$ cat src/rtl/approx_mul_pkg.sv
// Shared types and elaboration helpers for the approx_mul_pipe multiplier.
package approx_mul_pkg;

    localparam int MAX_W  = 32;
    localparam int MAX_ZW = 2 * MAX_W;

    function automatic int zw(input int w);
        return 2 * w;
    endfunction

    function automatic bit params_ok(input int w, input int l, input int k);
        return (w >= 4) && (w <= MAX_W) &&
               (l >= 0) && (l <= w - 1) &&
               (k >= 1) && (k <= w + l - 1);
    endfunction

    // Sized for the widest legal W; each stage fills only the fields it uses.
    typedef struct packed {
        logic [MAX_W-1:0]  x;
        logic [MAX_W-1:0]  y;
        logic              exact;
        logic [MAX_ZW-1:0] hi;
        logic [MAX_ZW-1:0] cols;
        logic              comp;
    } stage_t;

endpackage

$ cat src/rtl/approx_pp_compress.sv
// Column-OR compression of the low L partial-product rows at and above column K.
// The compensation bit p exists only when APPROX_MUL_COMP_EN is defined.
module approx_pp_compress
    import approx_mul_pkg::*;
#(
    parameter int W = 8,
    parameter int L = 2,
    parameter int K = 7
) (
    input  logic [((L > 0) ? L : 1)-1:0] x_lo,
    input  logic [W-1:0]                 y,
    output logic [zw(W)-1:0]             o,
    output logic                         p
);

    always_comb begin
        // NOTE: default every combinational output first so no path can infer a latch.
        o = '0;
        for (int c = K; c < zw(W); c++) begin
            for (int i = 0; i < L; i++) begin
                if ((c - i >= 0) && (c - i < W)) begin
                    o[c] = o[c] | (x_lo[i] & y[c - i]);
                end
            end
        end
    end

`ifdef APPROX_MUL_COMP_EN
    // p stands in for the carries lost by truncating column K-1.
    always_comb begin
        p = 1'b0;
        for (int i = 0; i < L; i++) begin
            if ((K - 1 - i >= 0) && (K - 1 - i < W)) begin
                p = p | (x_lo[i] & y[K - 1 - i]);
            end
        end
    end
`else
    assign p = 1'b0;
`endif

endmodule

$ cat src/rtl/approx_mul_pipe.sv
// Three-stage streaming approximate/exact unsigned multiplier with valid/ready backpressure.
// Optional compensation bit controlled by macro APPROX_MUL_COMP_EN.
module approx_mul_pipe
    import approx_mul_pkg::*;
#(
    parameter int W = 8,
    parameter int L = 2,
    parameter int K = 7
) (
    input  logic                clk,
    input  logic                rst,
    input  logic                in_valid,
    output logic                in_ready,
    input  logic [W-1:0]        in_x,
    input  logic [W-1:0]        in_y,
    input  logic                in_exact,
    output logic                out_valid,
    input  logic                out_ready,
    output logic [zw(W)-1:0]    out_z,
    output logic                out_exact
);

    localparam int ZW = zw(W);
    localparam int LX = (L > 0) ? L : 1;

    if (!params_ok(W, L, K)) begin : g_bad_params
        $error("approx_mul_pipe: illegal parameter set W=%0d L=%0d K=%0d", W, L, K);
    end

    stage_t          s1_q, s1_d;
    stage_t          s2_q, s2_d;
    logic            s1_valid, s2_valid, s3_valid;
    logic            adv;
    logic [W-1:0]    x_w, y_w;
    logic [ZW-1:0]   prod, h_part, cols, sum;
    logic            comp;
    logic [ZW-1:0]   z_q;
    logic            exact_q;

    // Only a held result blocks the pipe; bubbles are never collapsed.
    assign adv       = !(s3_valid && !out_ready);
    assign in_ready  = adv;
    assign out_valid = s3_valid;
    assign out_z     = z_q;
    assign out_exact = exact_q;

    always_comb begin
        s1_d       = '0;
        s1_d.x     = MAX_W'(in_x);
        s1_d.y     = MAX_W'(in_y);
        s1_d.exact = in_exact;
    end

    assign x_w    = s1_q.x[W-1:0];
    assign y_w    = s1_q.y[W-1:0];
    assign prod   = ZW'(x_w) * ZW'(y_w);
    assign h_part = (ZW'(y_w) * ZW'(x_w >> L)) << L;

    approx_pp_compress #(
        .W (W),
        .L (L),
        .K (K)
    ) u_compress (
        .x_lo (x_w[LX-1:0]),
        .y    (y_w),
        .o    (cols),
        .p    (comp)
    );

    always_comb begin
        s2_d       = '0;
        s2_d.exact = s1_q.exact;
        if (s1_q.exact) begin
            s2_d.hi = MAX_ZW'(prod);
        end else begin
            s2_d.hi   = MAX_ZW'(h_part);
            s2_d.cols = MAX_ZW'(cols);
            s2_d.comp = comp;
        end
    end

`ifdef APPROX_MUL_COMP_EN
    assign sum = s2_q.hi[ZW-1:0] + s2_q.cols[ZW-1:0] + (ZW'(s2_q.comp) << K);
`else
    assign sum = s2_q.hi[ZW-1:0] + s2_q.cols[ZW-1:0];
`endif

    // NOTE: sequential state uses non-blocking assignments so every stage samples pre-edge values.
    always_ff @(posedge clk or posedge rst) begin
        if (rst) begin
            s1_valid <= 1'b0;
            s2_valid <= 1'b0;
            s3_valid <= 1'b0;
        end else if (adv) begin
            s1_valid <= in_valid;
            s2_valid <= s1_valid;
            s3_valid <= s2_valid;
        end
    end

    // NOTE: payload registers carry no reset; the valid bits alone qualify them.
    always_ff @(posedge clk) begin
        if (adv && in_valid) begin
            s1_q <= s1_d;
        end
        if (adv && s1_valid) begin
            s2_q <= s2_d;
        end
    end

    always_ff @(posedge clk or posedge rst) begin
        if (rst) begin
            z_q     <= '0;
            exact_q <= 1'b0;
        end else if (adv && s2_valid) begin
            z_q     <= sum;
            exact_q <= s2_q.exact;
        end
    end

endmodule

$ cat config.mk
export PLATFORM = sky130hd
export DESIGN_NAME = approx_mul_pipe
export DESIGN_NICKNAME = d
export VERILOG_FILES = /design/src/rtl/approx_mul_pkg.sv /design/src/rtl/approx_pp_compress.sv /design/src/rtl/approx_mul_pipe.sv
export SDC_FILE = /design/constraint.sdc
export NUM_CORES = 1
export LEC_CHECK = 0
export CAP_MARGIN = 0
export CORE_MARGIN = 1
export CORE_UTILIZATION = 43
export CTS_CLUSTER_SIZE = 12
export DETAILED_ROUTE_END_ITERATION = 8
export DONT_BUFFER_PORTS = 1
export HOLD_SLACK_MARGIN = 0.03
export SLEW_MARGIN = 25
export SYNTH_ARGS = -nofsm -noshare
export SYNTH_HDL_FRONTEND = slang
export SYNTH_HIERARCHICAL = 1
export SYNTH_SLANG_ARGS = --single-unit
$ cat constraint.sdc
create_clock -name clk -period 5.9 [get_ports clk]
set_input_delay 0.295 -clock clk [delete_from_list [all_inputs] [get_ports clk]]
set_output_delay 0.295 -clock clk [all_outputs]
set_load 0.1 [all_outputs]
==> metrics.md, run 1 <==
| Metric | Value |
|---|---|
| Cell row count | 44 |
| Internal power | 1830 uW |
| Synth Instances | approximately 660 |
| Core ar. | 0.0148 sq mm |
| Setup violators final | 0 |
| WL final | 12300 um |
| CTS Buf Count | 9 |
| Placed inst area | around 0.0068 sq mm |
| Clk_lat worst skew | 0.33 ns |
| Slowest Stage Delay on Critical Path | roughly 0.53 ns |
| Final critical-path required period | roughly 4.7 ns |
| Fmax | approximately 210 MHz |
| First-pass iteration count of the detailed router | 4 |
| Crit path arrival time | roughly 4.8 ns |
| Tcrit/Tclk final | 0.803 |
| Number of synthesis warnings | 6 |
| Hold Buf Count CTS | 1 |
| Initial Util | 0.447 |
| Area occupied by registers | about 0.0020 sq mm |
| Worst-path clk slew | ~0.06 ns |
| DR iter-0 viols | around 190 |
| Largest net degree at the start of global routing | 38 |
| Flop pwr share | 0.337 |
| CTS Sinks | 70 |
| Actual slew at the worst max-slew pin | just over 0.9 ns |
| Number of I/O pins | 40 |
| Crit Path Category | flip-flop to flip-flop |
| Crit path required time | between 5 and 6 ns |
| Outcome | completed |
| WL per Instance | between 10 and 15 um |
| H-tree depth | 3 |
| Syn avg cell area | 9.98 sq um |
| First-pass GRT wire length | about 21000 um |
| Cts repair resizes | 0 |
| Crit path cell chain | and2_1, inv_1, fa_1, fa_1, inv_1, fa_1, inv_1, fa_1, inv_1, ha_1, o21a_1, o31ai_1, a21oi_1, o22ai_1, nor3_1, o32a_1 |
| Slew Viols, Final | 0 |
| Clock power frac | 0.150 |
| Met1 Wirelength | 5870 um |
| CP max stage cell | fa_1 |
| Comb power frac | 0.513 |
| ANT cells | 0 |
| RSZ-0062 raised after global routing | no |
| Setup Fix Bufs, Post-CTS | 0 |
| Sw frac | 0.495 |
| CTS Root Cell | clkbuf_16 |
| GR Overflow Total | 0 |
| Setup TNS | 0 ns |
| Vias/cell | roughly 5.0 |
| Sw power | roughly 1800 uW |
| Placer Congestion | 0.831 |
| Max-Cap Viols | 0 |
| Post-Syn Area | 0.00660 sq mm |
| Design area | a little over 0.007 sq mm |
| P&R area growth vs syn | 7.28% |
| Layout cells sized above 1 | 0.0522 |
| Max Clock Skew | 0.00511 ns |
| Nets | 816 |
| Slew margin rel. | 0.392 |
| CP Max Fanout | 8 |
| DRT antenna net count | 0 |
| Pleak | approximately 0.0033 uW |
| Gr usage total | 0.165 |
| IO buf count | 0 |
| HP Class | input pin to flip-flop |
| DRC Markers | 0 |
| Die width | between 100 and 150 um |
| Multi-input gate area | 0.00408 sq mm |
| Final HPWL DP | between 10000 and 15000 um |
| Highest metal used | met4 |
| Antenna violations before repair | 0 |
| CTS Buffer Depth | 2 |
| CTS tree | built |
| Worst setup SP type | flip-flop |
| Die height | roughly 130 um |
| DR WL met2 | 5800 um |
| Worst-case reg-to-reg path depth | 16 |
| Crit path capture type | flip-flop |
| Fill cells | 1371 |
| DR vias | about 4300 |
| Pwr Density | between 500 and 600 mW/mm^2 |
| Vias in the first global route | 4519 |
| Final hold violations | 0 |
| Worst hold stages | 0 |
| Worst vdd ir | 0.000205 V |
| DR WL met3 | between 300 and 400 um |
| Die footprint | ~0.016 sq mm |
critical path: cells and delay by family, from the launching register on:
family | cells | cell delay [ns]
buf+inv | 4 | 0.22
fa+ha+maj | 5 | 2.36
flops | 1 | 0.48
compound gates | 5 | 1.11
simple gates | 2 | 0.31
state kept, by name (all words and copies together) (netlist names):
signal     cells
s2_q          33
s1_q          17
out_z         16
out_exact      1
out_valid      1
s1_valid       1
s2_valid       1
worst paths after layout:
kind	start	to	slack, ns
worst min-delay path	in_x[0]	s1_q[162]	0.05
max in group asynchronous	rst	out_z[8]	4.92
worst max-delay path	s1_q[133]	s2_q[78]	1.16
worst max register to register	s1_q[133]	s2_q[78]	1.16
min in group asynchronous	rst	out_exact	0.52
worst min register to register	s2_q[129]	out_exact	0.50
power by group through the flow:
stage / sequential, uW / combinational (uW) / clock (uW)
after floorplan: 1200 / 1490 / 0
final: 1220 / 1860 / 542
after global placement: 1230 / 1810 / 0
after CTS: 1220 / 1870 / 560
after global routing: 1240 / 2130 / 576
after detailed placement: 1230 / 1850 / 0
stage by stage:
step / util / total power (uW) / hold slack (ns) / std cells / worst slack (ns)
after floorplan: - / 2700 / 0.259 / 674 / 1.56
after global placement: 0.458 / 3030 / 0.325 / 838 / 1.34
after detailed placement: 0.458 / 3080 / 0.346 / 838 / 1.21
after CTS: 0.480 / 3650 / 0.0389 / 855 / 1.20
after global routing: 0.480 / 3940 / 0.0347 / 855 / 0.952
final: 0.480 / 3620 / 0.0542 / 855 / 1.16
cell usage in the layout, fill, tap and decap left out, types with 2 or more instances in the layout:
cell type   instances
nor2b_1            18
or4b_2              2
inv_1             111
edfxtp_1           50
a41oi_1             2
nor2_1             17
and2_1             46
a21oi_1            26
nor3_1              7
ha_1               71
xor2_1             10
a211o_1             2
dfrtp_1            20
inv_6               3
nand2_1            54
nand3_1            10
or3_1               3
nand2b_1            5
buf_4               4
xnor2_1            17
mux2_2              7
o21a_1              5
fa_1               58
and3_1              2
a211oi_1            7
o31ai_1             2
o211ai_1            3
o21bai_1            4
a21o_1             11
clkbuf_16           9
nor4_1              2
clkinvlp_4          3
a31oi_1             2
o21ai_0            36
o22ai_1             2
conb_1             14
nor3b_1             3
layer usage:
metal / up-vias / GRT usage
li1: 2196 / -
met4: 0 / 0.0503
met2: 76 / 0.282
met5: - / 0
met1: 2001 / 0.211
met3: 16 / 0.0353
final cells by class:
cell class | count | area share
clock buffer | 9 | 0.0318
clock inverter | 7 | 0.0111
inverter | 112 | 0.0594
multi-input combinational | 468 | 0.577
sequential | 70 | 0.283
tap | 184 | 0.0325
timing repair buffer | 5 | 0.00566
Power figures use the tool's default switching activity.
==> inputs of run 2 (changes only) <==
==> constraint.sdc (replaced) <==
create_clock -name clk -period 4.4 [get_ports clk]
set_input_delay 0.22 -clock clk [delete_from_list [all_inputs] [get_ports clk]]
set_output_delay 0.22 -clock clk [all_outputs]
set_load 0.1 [all_outputs]
==> run 2 against run 1 <==
Against the previous run:
- global-route usage rose by 0.45 points
- non-clock buffer count increased by 53
- worst hold slack improved by 0.34 ns
- register-to-register slack worse by 1.1 ns
- maximum frequency rose by 9.1%
- critical path type unchanged
- largest cell class unchanged
==> metrics.md, run 2 (synthesized netlist as in run 1, its figures left out) <==
| Metric | Value |
|---|---|
| Clk_lat worst skew | 0.34 ns (was 0.33 ns) |
| HP Class | input pin to flip-flop (unchanged) |
| Crit path capture type | flip-flop (unchanged) |
| Clock power frac | 0.138 (was 0.150) |
| Max reg flops | 33 (unchanged) |
| Fill cells | 1330 (was 1371) |
| Flop pwr share | 0.314 (was 0.337) |
| IO buf count | 0 (unchanged) |
| CP max stage cell | fa_1 (unchanged) |
| Internal power | 2670 uW (was 1830 uW) |
| Sw frac | 0.486 (was 0.495) |
| Placer Congestion | 0.839 (was 0.831) |
| CP top delay family | adder cells (unchanged) |
| Final WS setup | 0.0562 ns (was 1.16 ns) |
| Comb power frac | 0.548 (was 0.513) |
| Initial Util | 0.447 (unchanged) |
| Area occupied by registers | 0.00200 sq mm (unchanged) |
| Final HPWL DP | 10300 um (was 10100 um) |
| Fmax | 230 MHz (was 211 MHz) |
| Worst Path Buf+Inv | 5 (was 4) |
| Layout cells sized above 1 | 0.137 (was 0.0522) |
| Pwr Density | 680 mW/mm^2 (was 511 mW/mm^2) |
| Final Power | 5200 uW (was 3620 uW) |
| Worst-path clk slew | 0.06 ns (about the same) |
| Final core utilization | 0.519 (was 0.480) |
| Design area | 0.00765 sq mm (was 0.00708 sq mm) |
| Crit path arrival time | 4.44 ns (was 4.82 ns) |
| Cell row count | 44 (unchanged) |
| Sw power | 2530 uW (was 1790 uW) |
| Outcome | completed (unchanged) |
| Nets | 869 (was 816) |
| Multi-input gate area | 0.00422 sq mm (was 0.00408 sq mm) |
| CTS tree | built (unchanged) |
| GR Overflow Total | 0 (unchanged) |
| CTS Root Cell | clkbuf_16 (unchanged) |
| Vias in the first global route | 4712 (was 4519) |
| Slew margin rel. | 0.398 (was 0.392) |
| WL final | 12700 um (was 12300 um) |
| Gr usage total | 0.170 (was 0.165) |
| Largest net degree at the start of global routing | 34 (was 38) |
| CTS Buf Count | 9 (unchanged) |
| Setup violators final | 0 (unchanged) |
| RSZ-0062 raised after global routing | yes (was no) |
| Final hold violations | 0 (unchanged) |
| Worst vdd ir | 0.000339 V (was 0.000205 V) |
| Slowest Stage Delay on Critical Path | 0.53 ns (about the same) |
| Number of I/O pins | 40 (unchanged) |
| Max-Cap Viols | 0 (unchanged) |
| Final critical-path required period | 4.34 ns (was 4.74 ns) |
| CTS Sinks | 70 (unchanged) |
| Vias/cell | 4.95 (was 5.02) |
| Pre-CTS WS | -0.0846 ns (was 1.21 ns) |
| Largest register by flop count | s2_q (unchanged) |
| Placed inst area | 0.00695 sq mm (was 0.00676 sq mm) |
| DRT antenna net count | 0 (unchanged) |
| Commonest non-fill, non-tap cell in the layout | inv_1 (unchanged) |
| Die footprint | 0.0158 sq mm (unchanged) |
| DR iter-0 viols | 182 (was 187) |
| Die height | 126 um (unchanged) |
| Slew Viols, Final | 0 (unchanged) |
| Core ar. | 0.0148 sq mm (unchanged) |
| Worst setup SP type | flip-flop (unchanged) |
| Max Clock Skew | 0.00695 ns (was 0.00511 ns) |
| Actual slew at the worst max-slew pin | 0.903 ns (was 0.912 ns) |
| First-pass iteration count of the detailed router | 4 (unchanged) |
| Crit Path Category | flip-flop to flip-flop (unchanged) |
| CTS Buffer Depth | 2 (unchanged) |
| P&R area growth vs syn | 16.0% (was 7.28%) |
| ANT cells | 0 (unchanged) |
| Die width | 126 um (unchanged) |
| DR vias | 4499 (was 4289) |
| Pleak | 0.00354 uW (was 0.00329 uW) |
| DRC Markers | 0 (unchanged) |
| Setup TNS | 0 ns (unchanged) |
| Crit path required time | 4.49 ns (was 5.98 ns) |
| CP Max Fanout | 7 (was 8) |
| Crit path top cell by count | fa_1 |
| Crit path cell chain | and2_4, inv_2, fa_1, fa_1, inv_2, fa_1, inv_1, fa_1, inv_2, ha_4, o21a_1, o31ai_4, a21oi_2, buf_4, nor3_1, o32a_1 (was and2_1, inv_1, fa_1, fa_1, inv_1, fa_1, inv_1, fa_1, inv_1, ha_1, o21a_1, o31ai_1, a21oi_1, o22ai_1, nor3_1, o32a_1) |
| WL per Instance | 14.0 um (was 14.4 um) |
| Most frequent cells in the layout | 107 x inv_1, 66 x ha_1, 56 x fa_1 (was 111 x inv_1, 71 x ha_1, 58 x fa_1) |
| First-pass GRT wire length | 21400 um (was 21000 um) |
| H-tree depth | 3 (unchanged) |
| Antenna violations before repair | 0 (unchanged) |
| Tcrit/Tclk final | 0.987 (was 0.803) |
## run 2: cell types whose count changed in the layout (fill, tap and decap cells not counted), moves of 4 or more
cell	delta
ha_1	-5
inv_2	+4
ha_4	+4
buf_4	+35
nand2_1	-4
o21ai_0	-4
and2_1	-5
inv_1	-4
and2_4	+5
dlygate4sd3_1	+18
nand2_2	+4
## run 2: worst paths after layout
path	start	end	slack (ns)	depth (start not counted)
max reg2reg	s1_q[165]	s2_q[78]	0.06	16
min	out_ready	out_valid	0.39	3
max	s1_q[165]	s2_q[78]	0.06	16
max in group asynchronous	rst	out_z[11]	3.53	2
min in group asynchronous	rst	s1_valid	0.43	2
min reg2reg	s2_valid	out_valid	0.49	1
## run 2: power groups by stage
stage               Clock (uW)  Sequential, uW  Combinational, uW
global placement             0            1640               2520
CTS                        740            1640               2620
detailed placement           0            1650               2560
global route               761            1650               3240
finish                     718            1630               2850
floorplan                    0            1610               2000
## run 2: area by class of cell
| cell class | count | area share |
|---|---|---|
| clock buffers | 10 | 0.0299 |
| clock inverters | 6 | 0.00916 |
| inverters | 112 | 0.0549 |
| multi-input cells | 468 | 0.551 |
| flip-flops and latches | 70 | 0.262 |
| well taps | 184 | 0.0301 |
| repair buffers | 58 | 0.0631 |
## run 2: stage by stage
stage | instances | hold WS (ns)
3_5_place_dp | 863 | 0.259
2_1_floorplan | 674 | 0.184
4_1_cts | 900 | 0.377
6_report | 908 | 0.390
5_1_grt | 908 | 0.398
3_3_place_gp | 863 | 0.246
## run 2: timing repair
| item | 4_1_cts | 5_1_grt |
|---|---|---|
| hold endpoints to repair | 38 | 0 |
| buffers inserted | 2 | 8 |
| pin swaps | 0 | 14 |
| gates resized for setup | 4 | 34 |
| setup endpoints to repair | 3 | 7 |
| hold buffers | 19 | 0 |
## run 2: worst reg2reg max path, delay by kind of cell, from the launching register on
| family | cells | cell delay, ns |
|---|---|---|
| simple gates | 2 | 0.26 |
| flops | 1 | 0.50 |
| compound gates | 4 | 0.77 |
| buf+inv | 5 | 0.32 |
| fa+ha+maj | 5 | 2.23 |
## run 2: routing by layer
layer | global-route usage | vias up | share of wire
met3 | 0.0438 | 20 | 0.036
met4 | 0.0631 | 0 | 0.020
met5 | 0 | - | 0
met1 | 0.206 | 2094 | 0.46
met2 | 0.292 | 90 | 0.48
li1 | - | 2295 | -
